**config.mk**
```make
export PLATFORM = sky130hd
export DESIGN_NAME = add_seq
export DESIGN_NICKNAME = d
export VERILOG_FILES = /design/src/rtl/add_seq.sv
export SDC_FILE = /design/constraint.sdc
export NUM_CORES = 1
export LEC_CHECK = 0
export BUFFER_PORTS_ARGS = -buffer_cell sky130_fd_sc_hd__buf_4
export CAP_MARGIN = 40
export CORE_MARGIN = 2
export CORE_UTILIZATION = 35
export DETAILED_ROUTE_END_ITERATION = 12
export PLACE_DENSITY = 0.55
export SYNTH_ARGS = -nofsm -noshare
export SYNTH_HDL_FRONTEND = slang
export SYNTH_SLANG_ARGS = --single-unit
```
**constraint.sdc**
```tcl
create_clock -name clk -period 4.1 [get_ports clk]
set_input_delay 0.41 -clock clk [delete_from_list [all_inputs] [get_ports clk]]
set_output_delay 0.41 -clock clk [all_outputs]
set_load 0.02 [all_outputs]
```
**src/rtl/add_seq.sv**
```systemverilog
// add_seq: multi-cycle chunk-serial adder/subtractor.
//   Adds CHUNK bits per clock, LSB chunk first, so the carry chain per cycle is only
//   CHUNK+1 bits long. N = WIDTH/CHUNK chunk cycles plus one commit cycle per operation.
//
// Ports:
//   clk    rising-edge clock
//   rst_n  synchronous active-low reset
//   start  operation request, accepted in IDLE or DONE only
//   sub    0: a+b, 1: a-b (sampled with start)
//   a, b   operands (sampled with start)
//   busy   high while an operation is in flight
//   done   one-cycle pulse when out/c_out/ovf/zero are updated
//   out    result, held until the next operation completes
//   c_out  carry out of MSB (subtract: 1 = no borrow)
//   ovf    signed overflow
//   zero   out == 0 (after any saturation)
//
// Build option:
//   SATURATE_EN  when defined, out clamps to the signed limit on overflow; ovf and c_out
//                still describe the unclamped result.

module add_seq #(
    parameter int unsigned WIDTH = 6,
    parameter int unsigned CHUNK = 2
) (
    input  logic             clk,
    input  logic             rst_n,
    input  logic             start,
    input  logic             sub,
    input  logic [WIDTH-1:0] a,
    input  logic [WIDTH-1:0] b,
    output logic             busy,
    output logic             done,
    output logic [WIDTH-1:0] out,
    output logic             c_out,
    output logic             ovf,
    output logic             zero
);

    localparam int unsigned N  = WIDTH / CHUNK;
    localparam int unsigned KW = $clog2(N + 1);
    localparam int unsigned CW = CHUNK + 1;
    // k counts chunk cycles; k == N is the commit cycle.
    localparam logic [KW-1:0] KLast = KW'(N);

    typedef enum logic [1:0] {
        StIdle,
        StRun,
        StDone
    } state_e;

    state_e state_q, state_d;

    // Operands shift right by CHUNK each cycle so the active chunk is always at bit 0.
    logic [WIDTH-1:0] a_q, a_d;
    logic [WIDTH-1:0] b_q, b_d;
    // Result chunks are shifted in from the top; after N steps the LSB chunk sits at bit 0.
    logic [WIDTH-1:0] res_q, res_d;
    logic             carry_q, carry_d;
    logic             cmsb_q, cmsb_d;
    logic [KW-1:0]    k_q, k_d;

    logic [WIDTH-1:0] out_q, out_d;
    logic             c_out_q, c_out_d;
    logic             ovf_q, ovf_d;
    logic             zero_q, zero_d;

`ifdef SATURATE_EN
    // Sign of operand A decides the clamp direction.
    logic             sign_q, sign_d;
`endif

    logic [CW-1:0]    csum;
    logic             ovf_raw;
    logic [WIDTH-1:0] fin_out;

    always_comb begin
        csum = {1'b0, a_q[CHUNK-1:0]} + {1'b0, b_q[CHUNK-1:0]} + CW'(carry_q);
        // At commit, carry_q is the carry out of the MSB.
        ovf_raw = cmsb_q ^ carry_q;
`ifdef SATURATE_EN
        if (ovf_raw) begin
            fin_out = sign_q ? {1'b1, {(WIDTH-1){1'b0}}} : {1'b0, {(WIDTH-1){1'b1}}};
        end else begin
            fin_out = res_q;
        end
`else
        fin_out = res_q;
`endif
    end

    always_comb begin
        state_d = state_q;
        a_d     = a_q;
        b_d     = b_q;
        res_d   = res_q;
        carry_d = carry_q;
        cmsb_d  = cmsb_q;
        k_d     = k_q;
        out_d   = out_q;
        c_out_d = c_out_q;
        ovf_d   = ovf_q;
        zero_d  = zero_q;
`ifdef SATURATE_EN
        sign_d  = sign_q;
`endif

        unique case (state_q)
            StIdle, StDone: begin
                if (start) begin
                    state_d = StRun;
                    a_d     = a;
                    // Subtract as a + ~b + 1.
                    b_d     = sub ? ~b : b;
                    carry_d = sub;
                    k_d     = '0;
`ifdef SATURATE_EN
                    sign_d  = a[WIDTH-1];
`endif
                end else begin
                    state_d = StIdle;
                end
            end
            StRun: begin
                if (k_q == KLast) begin
                    state_d = StDone;
                    out_d   = fin_out;
                    c_out_d = carry_q;
                    ovf_d   = ovf_raw;
                    zero_d  = (fin_out == '0);
                end else begin
                    a_d     = a_q >> CHUNK;
                    b_d     = b_q >> CHUNK;
                    res_d   = (res_q >> CHUNK) | (WIDTH'(csum[CHUNK-1:0]) << (WIDTH - CHUNK));
                    carry_d = csum[CHUNK];
                    // Carry into this chunk's top bit; the value left after the last
                    // chunk is the carry into the word MSB.
                    cmsb_d  = csum[CHUNK-1] ^ a_q[CHUNK-1] ^ b_q[CHUNK-1];
                    k_d     = k_q + KW'(1);
                end
            end
            default: state_d = StIdle;
        endcase
    end

    always_ff @(posedge clk) begin
        if (!rst_n) begin
            state_q <= StIdle;
            a_q     <= '0;
            b_q     <= '0;
            res_q   <= '0;
            carry_q <= 1'b0;
            cmsb_q  <= 1'b0;
            k_q     <= '0;
            out_q   <= '0;
            c_out_q <= 1'b0;
            ovf_q   <= 1'b0;
            zero_q  <= 1'b0;
`ifdef SATURATE_EN
            sign_q  <= 1'b0;
`endif
        end else begin
            state_q <= state_d;
            a_q     <= a_d;
            b_q     <= b_d;
            res_q   <= res_d;
            carry_q <= carry_d;
            cmsb_q  <= cmsb_d;
            k_q     <= k_d;
            out_q   <= out_d;
            c_out_q <= c_out_d;
            ovf_q   <= ovf_d;
            zero_q  <= zero_d;
`ifdef SATURATE_EN
            sign_q  <= sign_d;
`endif
        end
    end

    assign busy  = (state_q == StRun);
    assign done  = (state_q == StDone);
    assign out   = out_q;
    assign c_out = c_out_q;
    assign ovf   = ovf_q;
    assign zero  = zero_q;

endmodule
```
### Yosys cells after proc, flatten, opt, wreduce, memory -nomap -nowiden

Cells that the tools add are included.

* bits of input ports: 16
* register bits: 33
* output and inout bits: 11

* equality and inequality tests: 6
* multiplexer cells: 16
* $add $sub $neg: 3
* reductions and logical operators: 7
* bitwise operators: 6

Operators with widths (number)
* $mux 6: 5
* $pmux 6 s2: 2
* $pmux 2 s2: 2
* $logic_not 6->1: 1
* $mux 2: 3
* $not 6->6: 1
* $or 4x6->6: 1
* $eq 2x2->1 const B: 2
* $ne 2x2->1 const B: 2
* $reduce_and 2->1: 2
* $add 2x2->3: 1
* $add 3x1->3: 1
* $mux 1: 3
* $reduce_and 3->1: 1
* $xor 1x1->1: 3
* $add 2x1->2 const B: 1
* $eq 2x1->1 const B: 1
* $logic_not 2->1: 1
* $ne 2x1->1 const B: 1
* $pmux 1 s2: 1
* $reduce_bool 2->1: 1
* $reduce_or 2->1: 1
* $not 1->1: 1

### Logic depth before layout (Yosys ltp)

Gate-level depths: netlist of run 1.

* depth in word-level cells: 4
* gate-level depth with buffers: 6
* mapped depth without buffers: 6

### Worst setup path before layout of run 1

No wires, ideal clock.

* kind: flip-flop to flip-flop
* start: register carry_q
* end: register cmsb_q
* setup slack: 2.321 ns
* clock period less this slack: 1.779 ns
* required time: 3.981 ns
* cell stages (with the launch flop): 7
* arrival: 1.660 ns
* path through: dfxtp_1 -> inv_1 -> fa_1 -> fa_1 -> xor2_1 -> xnor2_1 -> a21oi_1

* longest elaborated chain between the ends: 3

RTL lines
* start, declared: line 59 `logic carry_q, carry_d;`
* start signal, assigned: line 167 `carry_q <= carry_d;`
* $add 3x1->3: line 78 `csum = {1'b0, a_q[CHUNK-1:0]} + {1'b0, b_q[CHUNK-1:0]} + CW'(carry_q);`
* $xor 1x1->1 (2 in series): line 138 `cmsb_d = csum[CHUNK-1] ^ a_q[CHUNK-1] ^ b_q[CHUNK-1];`
* end signal, assigned: line 168 `cmsb_q <= cmsb_d;`
* end, declared: line 60 `logic cmsb_q, cmsb_d;`

No other way between the ends.
A chain may end at the register's enable or synchronous reset.

### Final worst setup path of run 1

Same ends and word-level chain as after synthesis.

==> results of run 1 <==
-- path summary, 6_finish.rpt --
path,from,endpoint
setup / recovery,carry_q,cmsb_q
hold / removal,a[5],a_q[5]
setup reg to reg,carry_q,cmsb_q
hold reg to reg,c_out,c_out
-- where the power goes --
group / internal [mW] / leakage [nW] / total (mW) / switching, mW
clock network: 0.133 / 0.0443 / 0.241 / 0.108
registers: 0.338 / 0.269 / 0.350 / 0.0127
logic: 0.0426 / 0.373 / 0.0861 / 0.0435
total: 0.513 / 0.686 / 0.678 / 0.164
-- worst max-delay path: stages (launching register included) --
cell and delay (ns):
dfxtp_1 0.39, inv_1 0.07, fa_1 0.38, fa_1 0.52, xor2_1 0.18, xnor2_1 0.14, a21oi_1 0.08
-- metal layers --
| layer | wire length [um] | up-vias | GRT usage [%] | part of all wire [%] |
|---|---|---|---|---|
| met5 | 0 | - | 0 | 0 |
| met3 | 165 | 2 | 6.50 | 6.0 |
| met2 | 1420 | 26 | 25.0 | 52 |
| met1 | 1150 | 487 | 14.9 | 42 |
| met4 | 12 | 0 | 4.59 | 0.44 |
| li1 | - | 544 | - | - |
-- cells in the mapped netlist (2+ instances only) --
master     count
inv_1          7
mux2i_1        8
a32o_1         5
dfxtp_1       33
buf_1          2
buf_2          3
nand2_1       23
xor2_1         7
xnor2_1        2
fa_1           2
nor2b_1        2
o2bb2ai_1      9
a211oi_1       3
a21oi_1       15
nand3b_1       2
nor2_1         5
buf_6          2
-- metrics by stage --
stage	cells	power [mW]	hold slack [ns]	setup WS (ns)
2_1_floorplan	144	0.421	0.432	2.32
3_3_place_gp	212	0.443	0.443	2.26
3_5_place_dp	213	0.446	0.448	2.20
4_1_cts	220	0.690	0.356	2.19
5_1_grt	220	0.721	0.354	2.10
6_report	220	0.678	0.367	2.20
-- logic make-up after synthesis --
family | synth area share, %
xor+xnor | 5.62
fa+ha+maj | 3.75
flops | 47.1
buf+inv | 5.62
compound gates | 17.1
mux | 5.71
simple gates | 15.1
-- flip-flops by register name, summed over array words and instances, names as in the netlist --
| name | flops |
|---|---|
| b_q | 6 |
| out | 6 |
| k_q | 2 |
| zero | 1 |
| a_q | 6 |
| fin_out | 6 |
| state_q | 2 |
| c_out | 1 |
| cmsb_q | 1 |
| carry_q | 1 |
| ovf | 1 |
-- cell type report --
| type | instances | area (um^2) | share of cell area, % |
|---|---|---|---|
| multi-input combinational | 95 | 663 | 38.9 |
| clock buffer | 7 | 86.3 | 5.06 |
| inverter | 8 | 30.0 | 1.76 |
| timing repair buffer | 27 | 203 | 11.9 |
| sequential | 33 | 661 | 38.7 |
| tap | 50 | 62.6 | 3.67 |
==> metrics.md, run 1 <==
| Metric | Value |
|---|---|
| Area Overhead vs Synth | `21.6%` |
| Leak | `0.686 nW` |
| Setup_tns | `0 ns` |
| 1st-iter DRT viols | `24` |
| Ys async rst share | `0%` |
| Synthesized Nets | `163` |
| First-pass GRT wire length | `4.63 mm` |
| RSZ-0062 raised after global routing | `false` |
| WL/cell | `12.5 um` |
| HPWL Detailed | `2.02 mm` |
| R2R cell count | `6` |
| Vias per std cell | `4.81` |
| Mapped Area | `0.00140 mm^2` |
| Crit-path max FO | `4` |
| Detail Route Antenna Nets | `0` |
| Achievable frequency | `527 MHz` |
| Synth area leader | `dfxtp_1` |
| Min-Delay Path Class | `in2reg` |
| Worst IR Drop VDD | `0.184 mV` |
| Die Y | `67.3 um` |
| PD cells | `397 mW/mm^2` |
| Worst-Skew Late Latency | `0.28 ns` |
| Share of cells above drive strength 1 | `22.4%` |
| Core Util, Final | `43.6%` |
| Post-synth top flop | `dfxtp_1` |
| Clock buffer depth | `2` |
| Max Cap Viol | `0` |
| Yosys reg bits | `33` |
| Final min period | `1.90 ns` |
| Final setup violation count | `0` |
| Total die area | `0.00453 mm^2` |
| R2r setup slk | `2.20 ns` |
| GRT Total Usage | `14.1%` |
| Final slew viol count | `0` |
| Top post-synthesis cells by area | `dfxtp_1 (47%), nand2_1 (6.2%), mux2i_1 (5.7%)` |
| Syn avg cell area | `9.74 um^2` |
| Cts repair resizes | `0` |
| CTS tree | `yes` |
| Post-CTS Repair Setup Buffers | `0` |
| Worst setup SP type | `flop` |
| Via count | `1059` |
| # diodes | `0` |
| Final Hold Fails | `0` |
| Post-synth top area share | `47.1%` |
| Pre-Repair DR Iteration Count | `4` |
| Row count | `23` |
| Status | `completed` |
| # fillers | `423` |
| Initial antenna violation count | `0` |
| Htree depth | `2` |
| RePlAce Congestion | `0.719` |
| Clock skew | `0.00290 ns` |
| Total Routed Length | `2.75 mm` |
| Cells after Synth | `144` |
| Sequential area share after synthesis | `47.1%` |
| Critical Setup Path Class | `reg2reg` |
| Most common cell after layout, fill and taps aside | `dfxtp_1` |
| Root buf cell | `clkbuf_8` |
| Library cells used by synthesis | `31` |
| Port Buf Inserts | `26` |
| Core area | `0.00391 mm^2` |
| Worst Hold Path Cells | `2` |
| Critical path required time | `4.24 ns` |
| Largest net degree at the start of global routing | `19` |
| Crit share post-route | `46.3%` |
| Placed cell areas | `0.00162 mm^2` |
| Die Width | `67.3 um` |
| Design Area, Final | `0.00171 mm^2` |
| Synth Warn # | `0` |
| Rel. slew slack | `60.8%` |
| Remaining DRCs | `0` |
| Final #Nets | `189` |
| Ports | `27` |
| Vias in the first global route | `1020` |
| GRT overflow | `0` |
| Most frequent cells in the layout | `dfxtp_1 (33), buf_4 (27), nand2_1 (23), a21oi_1 (15), o2bb2ai_1 (9)` |
| EDFF count, synth | `0` |
| Least-Margin Pin Slew | `0.587 ns` |
| Worst EP arrival | `2.03 ns` |
| Hold_buf cts | `0` |
| Initial core utilization | `35.8%` |
| Sink Count | `33` |
| Clock transition at the registers of the reported paths | `0.06 ns` |
| TritonCTS buffer count | `5` |
| CP Capture Type | `flop` |
Power figures use the tool's default switching activity.
==> run 2: changes to the inputs <==
PLACE_DENSITY = 0.57   (was 0.55)
clock period = 1.6 ns   (was 4.1 ns; I/O delays follow)
==> metrics.md, run 2 (same netlist as run 1, synthesis figures left out) <==
| Metric | Value |
|---|---|
| Status | `finished with violations` |
| Violated checks | `negative setup slack` |
| Row count | `23 (unchanged)` |
| Pre-Repair DR Iteration Count | `3 (-1)` |
| WHS | `0.112 ns (-0.255 ns)` |
| 1st-iter DRT viols | `52 (+120%)` |
| Remaining DRCs | `0 (unchanged)` |
| Total Routed Length | `2.81 mm (+2.3%)` |
| Share of cells above drive strength 1 | `29.8% (+7.4 points)` |
| Detail Route Antenna Nets | `0 (unchanged)` |
| First-pass GRT wire length | `4.60 mm (-0.73%)` |
| Sink Count | `33 (unchanged)` |
| Final slew viol count | `0 (unchanged)` |
| Worst IR Drop VDD | `0.536 mV (+190%)` |
| Hold_buf cts | `0 (unchanged)` |
| CP Capture Type | `flop` |
| Least-Margin Pin Slew | `0.427 ns (-0.160 ns)` |
| Via count | `1123 (+6.0%)` |
| Crit share post-route | `113% (+66 points)` |
| Placed insts | `220 (+3.3%)` |
| GRT Total Usage | `14.2% (+0.015 points)` |
| Leak | `0.730 nW (+6.4%)` |
| Critical Setup Path Class | `reg2reg` |
| Core area | `0.00391 mm^2 (unchanged)` |
| Worst-Skew Late Latency | `0.29 ns (about the same)` |
| RePlAce Congestion | `0.712 (-0.89%)` |
| HPWL Detailed | `2.08 mm (+2.8%)` |
| Total die area | `0.00453 mm^2 (unchanged)` |
| # fillers | `435 (+2.8%)` |
| Htree depth | `2 (unchanged)` |
| Worst Setup Slack, final | `-0.201 ns (-2.40 ns)` |
| Vias in the first global route | `1099 (+7.7%)` |
| Worst EP arrival | `1.98 ns (-0.05 ns)` |
| Port Buf Inserts | `26 (unchanged)` |
| Rel. slew slack | `71.5% (+11 points)` |
| Combinational power share | `14.7% (+2.0 points)` |
| Initial core utilization | `35.8% (unchanged)` |
| Most common cell after layout, fill and taps aside | `buf_4` |
| Die Y | `67.3 um (unchanged)` |
| Root buf cell | `clkbuf_8` |
| Clock skew | `0.00668 ns (+0.00379 ns)` |
| Min-Delay Path Class | `in2reg` |
| PD cells | `999 mW/mm^2 (+150%)` |
| Most frequent cells in the layout | `buf_4 (35), dfxtp_1 (31), nand2_1 (23), a21oi_1 (15), o2bb2ai_1 (9)` |
| TritonCTS buffer count | `5 (unchanged)` |
| Vias per std cell | `4.93 (+2.3%)` |
| Final setup violation count | `2 (+2)` |
| Clock transition at the registers of the reported paths | `0.07 ns (about the same)` |
| Die Width | `67.3 um (unchanged)` |
| Largest net degree at the start of global routing | `18 (-1)` |
| Final #Nets | `197 (+4.2%)` |
| Final Instance Count excl. Fillers | `228 (+3.6%)` |
| Clock buffer depth | `2 (unchanged)` |
| Crit-path max FO | `2 (-2)` |
| Final min period | `1.80 ns (-0.0960 ns)` |
| RSZ-0062 raised after global routing | `true` |
| WL/cell | `12.3 um (-1.3%)` |
| CTS tree | `yes` |
| Area Overhead vs Synth | `27.2%` |
| Internal cell power | `1.35 mW (+160%)` |
| # diodes | `0 (unchanged)` |
| Achievable frequency | `555 MHz (+5.3%)` |
| Critical path required time | `1.78 ns (-2.46 ns)` |
| Worst setup SP type | `flop` |
| Switching share of power | `24.5% (+0.27 points)` |
| Clock network power share | `34.9% (-0.7 points)` |
| Initial antenna violation count | `0 (unchanged)` |
| GRT overflow | `0 (unchanged)` |
| Psw | `0.437 mW (+170%)` |
| Flop pwr share | `50.4% (-1.3 points)` |
| Ports | `27 (unchanged)` |
| Power Total | `1.78 mW (+160%)` |
| Final Hold Fails | `0 (unchanged)` |
| Max Cap Viol | `0 (unchanged)` |
-- run 2: worst paths after layout --
kind / from / to / slack, ns / cells past startpoint
min: a[4] / a_q[4] / 0.11 / 2
max reg2reg: carry_q / cmsb_q / -0.20 / 6
max: carry_q / cmsb_q / -0.20 / 6
min reg2reg: c_out / c_out / 0.46 / 2
-- run 2: critical path, stage by stage, from the launching register on --
cell and delay [ns]:
dfxtp_2 0.33, inv_2 0.04, fa_2 0.38, fa_1 0.54, xor2_1 0.18, xnor2_1 0.14
a21oi_1 0.08
-- run 2: final cells by class --
class	instances	area (um^2)	area share, %
timing repair buffer	35	263	14.7
inverter	8	30.0	1.68
tap	50	62.6	3.51
multi-input combinational	95	679	38.1
sequential	33	663	37.2
clock buffer	7	86.3	4.84
-- run 2: through the flow --
stage / setup slack, ns / setup TNS, ns / util, % / instance area, um^2
after detailed placement: -0.314 / -0.448 / 42.7 / 1670
after global routing: -0.307 / -0.413 / 45.6 / 1780
after floorplan: -0.173 / -0.173 / - / 1400
final: -0.201 / -0.217 / 45.6 / 1780
after global placement: -0.203 / -0.203 / 42.7 / 1670
after CTS: -0.269 / -0.387 / 45.6 / 1780
-- run 2: power groups by stage --
stage / Combinational [mW] / Sequential (mW) / Clock [mW]
after floorplan: 0.172 / 0.907 / 0
after global placement: 0.241 / 0.914 / 0
after detailed placement: 0.249 / 0.915 / 0
after CTS: 0.265 / 0.899 / 0.643
after global routing: 0.290 / 0.903 / 0.683
final: 0.261 / 0.898 / 0.622
-- run 2: layer usage --
layer	wire (um)	track usage, %	vias up
met5	0	0	-
met4	72	9.18	0
met3	151	4.50	7
met2	1420	25.2	26
met1	1170	14.1	527
li1	-	-	563
-- run 2: repair_timing --
item,CTS,global route
setup buffers,1,0
endpoints found under the setup margin,4,3
resized for setup,8,0
cloned,0,0
pin swaps,5,3
==> run 3: changes to the inputs <==
ABC_AREA = 1   (was unset)
MAX_ROUTING_LAYER = met4   (was unset)
PLACE_DENSITY = 0.56   (was 0.57)
SETUP_SLACK_MARGIN = 0.1   (was unset)
==> metrics.md, run 3 <==
| Metric | Value |
|---|---|
| Total Routed Length | `2.81 mm (about the same)` |
| Psw | `0.480 mW (+9.9%)` |
| Final setup violation count | `2 (unchanged)` |
| WL/cell | `10.2 um (-18%)` |
| Clock network power share | `36.3% (+1.4 points)` |
| Core Util, Final | `45.6% (about the same)` |
| Violated checks | `negative setup slack` |
| Worst-Skew Late Latency | `0.28 ns (about the same)` |
| Least-Margin Pin Slew | `0.347 ns (-0.0797 ns)` |
| Top post-synthesis cells by area | `dfxtp_1 (45%), nand2_1 (15%), o21ai_0 (8.5%)` |
| Detail Route Antenna Nets | `0 (unchanged)` |
| Initial antenna violation count | `0 (unchanged)` |
| Post-synth top flop | `dfxtp_1` |
| Hold_buf cts | `0 (unchanged)` |
| # diodes | `0 (unchanged)` |
| Combinational power share | `15.6% (+0.9 points)` |
| Final slew viol count | `0 (unchanged)` |
| Area Overhead vs Synth | `25.0%` |
| CP Capture Type | `flop` |
| Largest net degree at the start of global routing | `22 (+4)` |
| Clock skew | `0.00571 ns (-0.000973 ns)` |
| Clock buffer depth | `2 (unchanged)` |
| Post-synth top area share | `45.0% (-2.1 points)` |
| Syn avg cell area | `7.57 um^2 (-22%)` |
| CTS tree | `yes` |
| Htree depth | `2 (unchanged)` |
| Ports | `27 (unchanged)` |
| EDFF count, synth | `0 (unchanged)` |
| Most common cell after layout, fill and taps aside | `nand2_1` |
| Final min period | `1.77 ns (-0.0318 ns)` |
| GRT Total Usage | `14.8% (+0.60 points)` |
| Core area | `0.00403 mm^2 (+2.9%)` |
| Vias in the first global route | `1145 (+4.2%)` |
| Worst IR Drop VDD | `0.401 mV (-25%)` |
| Placed insts | `268 (+22%)` |
| HPWL Detailed | `2.06 mm (-0.71%)` |
| Die Width | `68.8 um (+2.2%)` |
| Top-count cell post-synth | `nand2_1` |
| Min-Delay Path Class | `in2reg` |
| Leak | `0.850 nW (+16%)` |
| Most frequent cells in the layout | `nand2_1 (56), dfxtp_1 (31), buf_4 (31), o21ai_0 (23), inv_1 (21)` |
| Final Instance Count excl. Fillers | `277 (+21%)` |
| Power Total | `1.87 mW (+4.7%)` |
| Remaining DRCs | `0 (unchanged)` |
| Setup_tns | `-0.301 ns (-0.0840 ns)` |
| 1st-iter DRT viols | `56 (+7.7%)` |
| Crit share post-route | `111% (-2.0 points)` |
| Synth area leader | `dfxtp_1` |
| Initial core utilization | `36.5% (+0.62 points)` |
| Switching share of power | `25.7% (+1.2 points)` |
| Area of the multi-input gates | `682 um^2 (+0.37%)` |
| Most frequent cells after synthesis | `nand2_1 (57), dfxtp_1 (33), o21ai_0 (25)` |
| Worst Setup Slack, final | `-0.169 ns (+0.0318 ns)` |
| Pre-Repair DR Iteration Count | `4 (+1)` |
| Final #Nets | `245 (+24%)` |
| Synthesized Nets | `213 (+31%)` |
| Sequential area share after synthesis | `45.0% (-2.1 points)` |
| Reg-to-reg critical path startpoint | `a_q[0]` |
| Achievable frequency | `565 MHz (+1.8%)` |
| RSZ-0062 raised after global routing | `true` |
| Ys async rst share | `0% (unchanged)` |
| Slowest cell on the critical path | `fa_2` |
| Worst setup SP type | `flop` |
| Critical Path Max Stage Delay | `0.56 ns (+0.02 ns)` |
| Rel. slew slack | `76.8% (+5.3 points)` |
| TritonCTS buffer count | `5 (unchanged)` |
| CP cell instances | `inv_2, fa_2, fa_2, inv_2, nand2_1, nand3_1, nand2_1, nand2_1, a21oi_1` |
| Port Buf Inserts | `26 (unchanged)` |
| Critical path required time | `1.82 ns (+0.04 ns)` |
| Max Cap Viol | `0 (unchanged)` |
| Row count | `23 (unchanged)` |
| Final Hold Fails | `0 (unchanged)` |
| Worst EP arrival | `1.98 ns (about the same)` |
| Yosys reg bits | `33 (unchanged)` |
| Mapped Area | `0.00147 mm^2 (+4.7%)` |
| Clock transition at the registers of the reported paths | `0.07 ns (about the same)` |
| First-pass GRT wire length | `4.95 mm (+7.7%)` |
| GRT overflow | `0 (unchanged)` |
| Internal cell power | `1.39 mW (+2.9%)` |
| Most used cell, CP | `nand2_1` |
| PD cells | `1020 mW/mm^2 (+1.7%)` |
| Worst Setup SP | `a_q[0]` |
| Critical Setup Path Class | `reg2reg` |
| Synth Warn # | `0 (unchanged)` |
| Die Y | `68.8 um (+2.2%)` |
| RePlAce Congestion | `0.737 (+3.4%)` |
| Flop pwr share | `48.2% (-2.2 points)` |
| Worst Hold Launch | `a[5]` |
| Register Area | `663 um^2 (unchanged)` |
| Root buf cell | `clkbuf_8` |
| Sink Count | `33 (unchanged)` |
| Vias per std cell | `4.55 (-7.7%)` |
| Via count | `1259 (+12%)` |
| Total die area | `0.00473 mm^2 (+4.4%)` |
| Crit-path max FO | `3 (+1)` |
| Cells after Synth | `194 (+35%)` |
| # fillers | `425 (-2.3%)` |
| Library cells used by synthesis | `25 (-19%)` |
| Share of cells above drive strength 1 | `25.6% (-4.2 points)` |
| Status | `finished with violations` |
run 3: power groups by stage:
stage	Sequential [mW]	Combinational (mW)	Clock [mW]
floorplan	0.913	0.195	0
global placement	0.915	0.278	0
detailed placement	0.916	0.277	0
CTS	0.897	0.289	0.708
global route	0.903	0.338	0.746
finish	0.898	0.291	0.676
run 3: worst paths after layout:
path	slack, ns	endpoint	cells past startpoint
max reg2reg	-0.17	cmsb_q	9
max	-0.17	cmsb_q	9
min	0.08	a_q[5]	3
min reg2reg	0.45	b_q[2]	2
run 3: metrics by stage:
step / hold WS [ns] / worst slack [ns] / instance area, um^2
floorplan: 0.273 / -0.104 / 1470
global placement: 0.365 / -0.151 / 1720
detailed placement: 0.377 / -0.185 / 1720
CTS: 0.0781 / -0.157 / 1830
global route: 0.106 / -0.261 / 1840
finish: 0.0822 / -0.169 / 1840
run 3: metal layers:
| metal | wire length [um] | part of all wire [%] | vias up | GRT usage [%] |
|---|---|---|---|---|
| met5 | 0 | 0 | - | - |
| met4 | 48 | 1.7 | 0 | 5.88 |
| met1 | 1280 | 46 | 550 | 17.1 |
| met2 | 1330 | 47 | 25 | 23.7 |
| li1 | - | - | 678 | - |
| met3 | 150 | 5.3 | 6 | 4.87 |
run 3: what timing repair did:
item | 4_1_cts | 5_1_grt
gates resized for setup | 1 | 4
endpoints found under the setup margin | 2 | 3
setup buffers | 1 | 0
pin swaps | 1 | 0
run 3: worst max-delay path: cells and delay by family, from the launching register on:
| kind | cells | cell delay [ns] |
|---|---|---|
| AO/OA/AOI/OAI | 1 | 0.12 |
| adder cells (fa/ha/maj) | 2 | 0.94 |
| buffers and inverters | 2 | 0.09 |
| flip-flops | 1 | 0.33 |
| AND/OR/NAND/NOR | 4 | 0.23 |
run 3: cell type report:
cell class	count	share of cell area (%)
Multi-Input combinational cell	130	37.1
Tap cell	50	3.41
Inverter	25	5.18
Clock inverter	1	0.272
Clock buffer	7	5.25
Sequential cell	33	36.1
Timing Repair Buffer	31	12.7
run 3: logic make-up after synthesis:
group	Yosys count	synth area share, %
buf+inv	31	9.45
xor+xnor	3	1.79
compound gates	45	15.5
simple gates	79	24.7
fa+ha+maj	3	3.58
flops	33	45.0
